==> config.mk <==
export PLATFORM = sky130hd
export DESIGN_NAME = alu_16
export DESIGN_NICKNAME = d
export VERILOG_FILES = /design/src/rtl/alu_pkg.sv /design/src/rtl/alu_16_addsub.sv /design/src/rtl/alu_16.sv
export SDC_FILE = /design/constraint.sdc
export NUM_CORES = 1
export LEC_CHECK = 0
export CAP_MARGIN = 20
export CELL_PAD_IN_SITES_DETAIL_PLACEMENT = 1
export CELL_PAD_IN_SITES_GLOBAL_PLACEMENT = 1
export CORE_ASPECT_RATIO = 1.5
export CORE_MARGIN = 10
export CORE_UTILIZATION = 46
export CTS_CLUSTER_SIZE = 20
export DETAILED_ROUTE_END_ITERATION = 16
export GPL_ROUTABILITY_DRIVEN = 0
export GPL_TIMING_DRIVEN = 1
export HOLD_SLACK_MARGIN = 0.02
export PLACE_DENSITY_LB_ADDON = 0.1
export SYNTH_ARGS = -nofsm -noshare
export SYNTH_HDL_FRONTEND = slang
export SYNTH_SLANG_ARGS = --single-unit
==> constraint.sdc <==
create_clock -name clk -period 12.6 [get_ports clk]
set_input_delay 2.52 -clock clk [delete_from_list [all_inputs] [get_ports clk]]
set_output_delay 2.52 -clock clk [all_outputs]
set_load 0.01 [all_outputs]
==> src/rtl/alu_pkg.sv <==
// Shared ALU definitions: opcode encodings and bit positions within the {z,v,n} flag vector.
package alu_pkg;

    localparam logic [2:0] ALU_ADD = 3'd0;
    localparam logic [2:0] ALU_SUB = 3'd1;
    localparam logic [2:0] ALU_AND = 3'd2;
    localparam logic [2:0] ALU_OR  = 3'd3;
    localparam logic [2:0] ALU_XOR = 3'd4;
    localparam logic [2:0] ALU_NOT = 3'd5;
    localparam logic [2:0] ALU_SLL = 3'd6;
    localparam logic [2:0] ALU_SRA = 3'd7;

    localparam int FLAG_Z = 2;
    localparam int FLAG_V = 1;
    localparam int FLAG_N = 0;

endpackage

==> src/rtl/alu_16_addsub.sv <==
// 16-bit add/subtract (a + b, or a + ~b + 1) with signed-overflow output.
// Purely combinational, zero latency; no flow control.
module alu_16_addsub (
    input  logic        sub,
    input  logic [15:0] a,
    input  logic [15:0] b,
    output logic [15:0] sum,
    output logic        overflow
);

    logic [15:0] b_eff;

    assign b_eff = sub ? ~b : b;
    // The carry-out is deliberately dropped: arithmetic wraps modulo 2^16.
    assign sum      = a + b_eff + {15'd0, sub};
    assign overflow = (a[15] == b_eff[15]) && (sum[15] != a[15]);

endmodule

==> src/rtl/alu_16.sv <==
// 16-bit ALU with combinational result/Z/V/N and a registered flag copy.
// Result and flags in the same cycle, flags_q one edge later; no flow control.
module alu_16
    import alu_pkg::*;
(
    input  logic        clk,
    input  logic        rst,
    input  logic [2:0]  alu_op,
    input  logic [15:0] alu_a,
    input  logic [15:0] alu_b,
    input  logic        flag_en,
    output logic [15:0] alu_out,
    output logic        z,
    output logic        v,
    output logic        n,
    output logic [2:0]  flags_q
);

    logic [15:0]        sum;
    logic               sum_ovf;
    logic [3:0]         shamt;
    logic signed [15:0] a_signed;
    logic [15:0]        sra_res;
    logic [2:0]         flags;

    alu_16_addsub u_addsub (
        .sub      (alu_op == ALU_SUB),
        .a        (alu_a),
        .b        (alu_b),
        .sum      (sum),
        .overflow (sum_ovf)
    );

    assign shamt    = alu_b[3:0];
    assign a_signed = alu_a;
    assign sra_res  = a_signed >>> shamt;

    always_comb begin
        alu_out = '0;
        v       = 1'b0;
        case (alu_op)
            ALU_ADD, ALU_SUB: begin
                alu_out = sum;
                v       = sum_ovf;
            end
            ALU_AND: alu_out = alu_a & alu_b;
            ALU_OR:  alu_out = alu_a | alu_b;
            ALU_XOR: alu_out = alu_a ^ alu_b;
            ALU_NOT: alu_out = ~alu_a;
            ALU_SLL: alu_out = alu_a << shamt;
            ALU_SRA: alu_out = sra_res;
            default: alu_out = '0;
        endcase
    end

    assign z = (alu_out == 16'h0000);
    assign n = alu_out[15];

    always_comb begin
        flags         = '0;
        flags[FLAG_Z] = z;
        flags[FLAG_V] = v;
        flags[FLAG_N] = n;
    end

    always_ff @(posedge clk) begin
        if (rst) begin
            flags_q <= 3'b000;
        end else if (flag_en) begin
            flags_q <= flags;
        end
    end

endmodule

==> results.py, run 1 <==
metrics = {
    "status": {
        "status": "finished clean",
    },
    "placed_design": {
        "placed_cells": 626,
        "dpl.hpwl_um": 12500,
        "port_buffers": 59,
    },
    "power": {
        "cellLeakagePower_nw": 1.91,
        "ir_worst_vdd_mv": 0.0685,
        "powerDensity_mw_per_mm2": 61.0,
    },
    "sta": {
        "max_freq_mhz": 93.2,
        "fin_crit_ns": 10.73,
        "drv_slew": 0,
        "rsz0062_at_grt": "false",
        "hold_violations": 0,
        "maxSlewHeadroom_pct": 28.2,
        "tightest_slew_ns": 1.07,
        "fin_skew_ns": 0,
        "setup_violations": 0,
        "period_share_pct": 85.2,
        "whs_ns": 0.509,
        "tns_ns": 0,
    },
    "critical_path": {
        "cpLargestDelayFamily": "simple AND/OR/NAND/NOR gates",
        "path_cells": "clkdlybuf4s50_1, or3b_1, xnor2_1, inv_1, fa_1, nand3b_1, a2111o_1, and3_1, xor2_1, o2111ai_1, or4_1, or4_1, nor2_1, clkdlybuf4s50_1",
        "cp.arrival_ns": 8.21,
        "crit_required_ns": 10.08,
        "cp.buffers_inverters": 3,
        "endpoint_kind": "primary output",
        "cpMaxStageDelayCell": "or3b_1",
        "crit_type": "in2out",
        "path_max_fanout": 22,
        "slowest_delay_ns": 0.93,
        "cp-start-kind": "input port",
    },
    "clock_tree": {
        "root_buffer": "clkbuf_16",
        "clk_pin_slew_ns": 0.03,
        "cts_sinks": 3,
        "ctsResizeCount": 0,
        "cts_inserted_buffers": 3,
        "cts.path.max_buffers": 2,
        "clock_latency_ns": 0.22,
        "tritoncts": "yes",
        "cts_max_level": 1,
        "hold_buffers": 0,
        "post_cts_buffers": 0,
    },
    "global_route": {
        "grtUsageTotal_pct": 24.9,
        "antenna_found_initial": 0,
        "overflow": 0,
        "grt_pass1_wl_um": 25600,
        "grt_pass1_vias": 4705,
        "grt_max_degree": 53,
    },
    "route": {
        "dr.pass1.iters": 5,
        "post_drt_wl_per_cell_um": 26.0,
        "drt_first_iter_violations": 351,
        "ant_nets": 0,
        "via_per_inst": 7.23,
        "drt-total-wl_um": 16400,
        "route.vias.total": 4569,
        "route.detailed.drc": 0,
    },
    "final_layout": {
        "final_nets": 616,
        "drive_above_1_share_pct": 10.9,
        "regMostFlops": "flags_q",
        "finalNonFillerCells": 632,
        "top_regs": "flags_q: 3 flops",
        "nFillCells": 1039,
        "syn2layout_area_growth_pct": 16.2,
        "post-route-util_pct": 55.3,
        "largest_reg_flops": 3,
        "antenna_cells": 0,
    },
    "yosys": {
        "ys_ff_latch": 3,
        "synth_area_per_cell_um2": 8.08,
        "synth-async-reset-ratio_pct": 0,
        "synthFlopType": "dfxtp_1",
        "synth_warnings": 0,
        "synth-seq-area-share_pct": 1.49,
        "yosysUniqueCellTypes": 82,
        "synth_area_mm2": 0.00403,
        "synth_edf_count": 0,
        "syn_nets": 589,
        "syn_inst": 499,
    },
    "job": {
        "maxCapViolCount": 0,
    },
    "floorplan": {
        "die_area_mm2": 0.0130,
        "io_pins": 60,
        "die_y_um": 135,
        "die_w_um": 96.4,
        "initial_utilization_pct": 47.6,
        "core_mm2": 0.00846,
        "rows": 41,
    },
    "hold_path": {
        "hp-class": "reg2reg",
    },
}
## power by group
group / switching [mW] / internal [mW] / total, mW
Sequential: 0.000199 / 0.00996 / 0.0102
Combinational: 0.125 / 0.0993 / 0.225
Clock: 0.00909 / 0.0418 / 0.0509
Total: 0.135 / 0.151 / 0.286
## cell usage after synthesis (7+ instances only)
| library cell | n | share of area [%] |
|---|---|---|
| xnor2_1 | 20 | 4.3 |
| ha_1 | 51 | 16 |
| a21oi_1 | 23 | 2.9 |
| nand2_1 | 27 | 2.5 |
| a211oi_1 | 7 | 1.3 |
| o221ai_1 | 7 | 1.5 |
| mux4_2 | 27 | 15 |
| clkbuf_1 | 21 | 2.0 |
| o21ai_0 | 12 | 1.5 |
| nand2b_1 | 13 | 2.0 |
| a221oi_1 | 9 | 2.0 |
| mux2i_1 | 15 | 3.7 |
| o211ai_1 | 11 | 2.0 |
| nand3_1 | 10 | 1.2 |
| nor2_1 | 29 | 2.7 |
| buf_2 | 13 | 1.6 |
| nor3_1 | 13 | 1.6 |
| inv_1 | 35 | 3.3 |
## metrics by stage
| stage | power, mW | instance area, um^2 | worst slack (ns) |
|---|---|---|---|
| after floorplan | 0.150 | 4030 | 3.73 |
| after CTS | 0.282 | 4640 | 1.90 |
| after global placement | 0.224 | 4570 | 2.03 |
| final | 0.286 | 4680 | 1.87 |
| after detailed placement | 0.229 | 4570 | 1.92 |
| after global routing | 0.305 | 4680 | 1.65 |
## layout by cell type (no fill, tap or decap), types with 4 or more instances in the layout
cell type        count
a211oi_1             7
a21o_1               6
a21oi_1             23
a221o_1              5
a221oi_1             9
a22oi_1              5
a2bb2oi_1            4
and3_1               6
buf_4                5
clkdlybuf4s50_1     57
ha_1                51
inv_1               35
mux2_1               5
mux2i_1             15
mux4_2              27
nand2_1             27
nand2b_1            13
nand3_1             10
nand3b_1             6
nor2_1              29
nor2b_1              6
nor3_1              13
nor4_1               4
o211ai_1            11
o21a_1               4
o21ai_0             12
o221a_2              4
o221ai_1             7
o22ai_1              6
o32ai_1              4
or4_1                4
xnor2_1             20
## per-layer routing
| layer | wire length, um | global-route usage [%] | vias up |
|---|---|---|---|
| met3 | 1310 | 3.22 | 64 |
| met5 | 0 | 0 | - |
| met1 | 6100 | 29.1 | 2250 |
| met4 | 1070 | 14.9 | 0 |
| met2 | 7920 | 41.4 | 267 |
| li1 | - | - | 1988 |
## path summary, 6_finish.rpt
kind,to,startpoint,slack [ns],cells after the start
hold / removal,flags_q[2],flags_q[2],0.51,2
setup reg to reg,flags_q[2],flags_q[2],11.85,2
hold reg to reg,flags_q[2],flags_q[2],0.51,2
setup / recovery,z,alu_op[1],1.87,14
## worst min-delay path: stages, from the launching register on
cell and delay [ns]:
dfxtp_1 0.30, inv_1 0.06, o32ai_1 0.09
## cell families (layout without fill, tap and decap cells)
logic type      count (synthesis)  count (layout)  share of synthesized area, %
simple gates                  146             146                          19.9
compound gates                143             143                          27.1
buf+inv                        82             108                          8.91
fa+ha+maj                      52              52                          16.3
mux                            51              51                          21.5
xor+xnor                       22              22                          4.78
flops                           3               3                          1.49
## area by class of cell
class	instances	area [um^2]	share of cell area [%]
sequential	3	60.1	1.28
timing repair buffer	66	658	14.0
clock buffer	4	78.8	1.68
inverter	38	143	3.04
tap	107	134	2.86
multi-input combinational	414	3610	77.1
Note: power is estimated with default switching activity, not from simulation.
==> run 2, diff against run 1 <==
CORE_ASPECT_RATIO = 2   (was 1.5)
CORE_MARGIN = 4   (was 10)
HOLD_SLACK_MARGIN = 0.12   (was 0.02)
==> run 2 against run 1 <==
  * Sequential power about the same
  * Sequential cell count unchanged
  * First-iteration DRC count decreased by 19%
  * Non-clock buffer count increased by 1
  * Clock power increased by 4%
  * Global-route usage increased by 8.7 points
  * Worst hold slack got worse by 0.035 ns
  * Cell count decreased by 0.95%
  * Routed wire length increased by 3.7%
  * Die area decreased by 20%
  * Setup slack got worse by 0.014 ns
  * Sequential share of layout area about the same
==> results.py, run 2 (synthesis gave the netlist of run 1 again) <==
metrics = {
    "route": {
        "route.detailed.drc": 0,
        "drt_first_iter_violations": 284,
        "via_per_inst": 7.21,
        "drt-total-wl_um": 17000,
        "route.vias.total": 4511,
        "post_drt_wl_per_cell_um": 27.2,
        "dr.pass1.iters": 5,
        "ant_nets": 0,
    },
    "critical_path": {
        "cp-start-kind": "input port",
        "path_cells": "clkdlybuf4s50_1, or3b_1, xnor2_1, ha_1, a21oi_1, o21ai_0, or3_1, a311oi_1, o2111ai_1, or4_1, or4_1, nor2_1, clkdlybuf4s50_1",
        "cpMaxStageDelayCell": "or3b_1",
        "endpoint_kind": "primary output",
        "slowest_delay_ns": 0.93,
        "crit_required_ns": 10.08,
        "worst-r2r-cell-count": 2,
        "crit_type": "in2out",
        "path_max_fanout": 22,
        "cp.arrival_ns": 8.22,
    },
    "clock_tree": {
        "cts_sinks": 3,
        "hold_buffers": 0,
        "cts.path.max_buffers": 2,
        "post_cts_buffers": 0,
        "cts_inserted_buffers": 3,
        "clock_latency_ns": 0.23,
        "cts_max_level": 1,
        "clk_pin_slew_ns": 0.03,
        "ctsResizeCount": 0,
        "root_buffer": "clkbuf_16",
        "tritoncts": "yes",
    },
    "floorplan": {
        "die_area_mm2": 0.0104,
        "initial_utilization_pct": 46.9,
        "rows": 48,
        "core_mm2": 0.00859,
        "die_w_um": 74.2,
        "die_y_um": 140,
        "io_pins": 60,
    },
    "final_layout": {
        "final_nets": 617,
        "top_regs": "flags_q: 3 flops",
        "regMostFlops": "flags_q",
        "antenna_cells": 0,
        "nFillCells": 1069,
        "final-seq-area_um2": 60.1,
        "drive_above_1_share_pct": 11.2,
        "mostFrequentLayoutCells": "clkdlybuf4s50_1, ha_1, inv_1",
        "largest_reg_flops": 3,
        "post-route-util_pct": 54.2,
        "finalNonFillerCells": 626,
        "multi_input_area_mm2": 0.00361,
        "syn2layout_area_growth_pct": 15.6,
        "layout_commonest_cell": "clkdlybuf4s50_1",
    },
    "sta": {
        "fin_skew_ns": 0,
        "max_freq_mhz": 93.1,
        "hold_violations": 0,
        "period_share_pct": 85.3,
        "tightest_slew_ns": 1.10,
        "drv_slew": 0,
        "fin_crit_ns": 10.74,
        "rsz0062_at_grt": "false",
        "tns_ns": 0,
        "maxSlewHeadroom_pct": 26.3,
        "setup_violations": 0,
    },
    "job": {
        "maxCapViolCount": 0,
    },
    "placed_design": {
        "dpl.hpwl_um": 13000,
        "port_buffers": 59,
        "placed_cells": 621,
    },
    "power": {
        "cellLeakagePower_nw": 1.89,
        "powerDensity_mw_per_mm2": 61.9,
        "ir_worst_vdd_mv": 0.0411,
        "finalPower_uw": 288,
    },
    "global_route": {
        "grt_pass1_wl_um": 26500,
        "antenna_found_initial": 0,
        "grt_pass1_vias": 4812,
        "grtUsageTotal_pct": 33.5,
        "grt_max_degree": 53,
        "overflow": 0,
    },
    "hold_path": {
        "hp-class": "reg2reg",
        "holdPathStages": 2,
    },
    "status": {
        "status": "finished clean",
    },
}
==> run 2: metal layers <==
metal	part of all wire [%]	up-vias	GRT usage (%)
li1	-	1984	-
met1	35	2234	36.3
met2	50	209	56.7
met3	5.6	84	3.66
met4	9.4	0	26.1
met5	0	-	0
==> run 2: worst max-delay path: cells and delay by family <==
family | cells | cell delay [ns]
AOI/OAI and AO/OA | 4 | 1.19
xor gates and xnor gates | 1 | 0.27
adders and majority gates | 1 | 0.42
buffers and inverters | 2 | 1.32
and+or+nand+nor | 5 | 2.49
==> run 2: stage by stage <==
stage / hold WS (ns) / worst slack [ns] / instance area (um^2)
after floorplan: 0.494 / 3.73 / 4030
final: 0.475 / 1.86 / 4660
after CTS: 0.479 / 1.91 / 4650
after detailed placement: 0.474 / 1.92 / 4570
after global placement: 0.461 / 2.12 / 4570
after global routing: 0.486 / 1.63 / 4660
==> run 2: path summary, 6_finish.rpt <==
check | to | slack (ns) | start
setup / recovery | z | 1.86 | alu_op[1]
hold / removal | flags_q[2] | 0.47 | flags_q[2]
setup reg to reg | flags_q[2] | 11.91 | flags_q[2]
hold reg to reg | flags_q[2] | 0.47 | flags_q[2]
==> run 2: area by class of cell <==
type	instances	area share, %
sequential	3	1.29
clock buffer	4	1.69
inverter	38	3.06
timing repair buffer	67	13.8
tap	100	2.69
multi-input combinational	414	77.5
==> run 2: power breakdown <==
part           internal (mW)  switching [mW]
Combinational         0.0988           0.127
Sequential           0.00995        0.000183
Clock                 0.0420          0.0108
==> run 3, diff against run 2 <==
CTS_CLUSTER_SIZE = 30   (was 20)
==> results of run 3 <==
The final DEF is identical to that of run 2; final timing and power are the same.
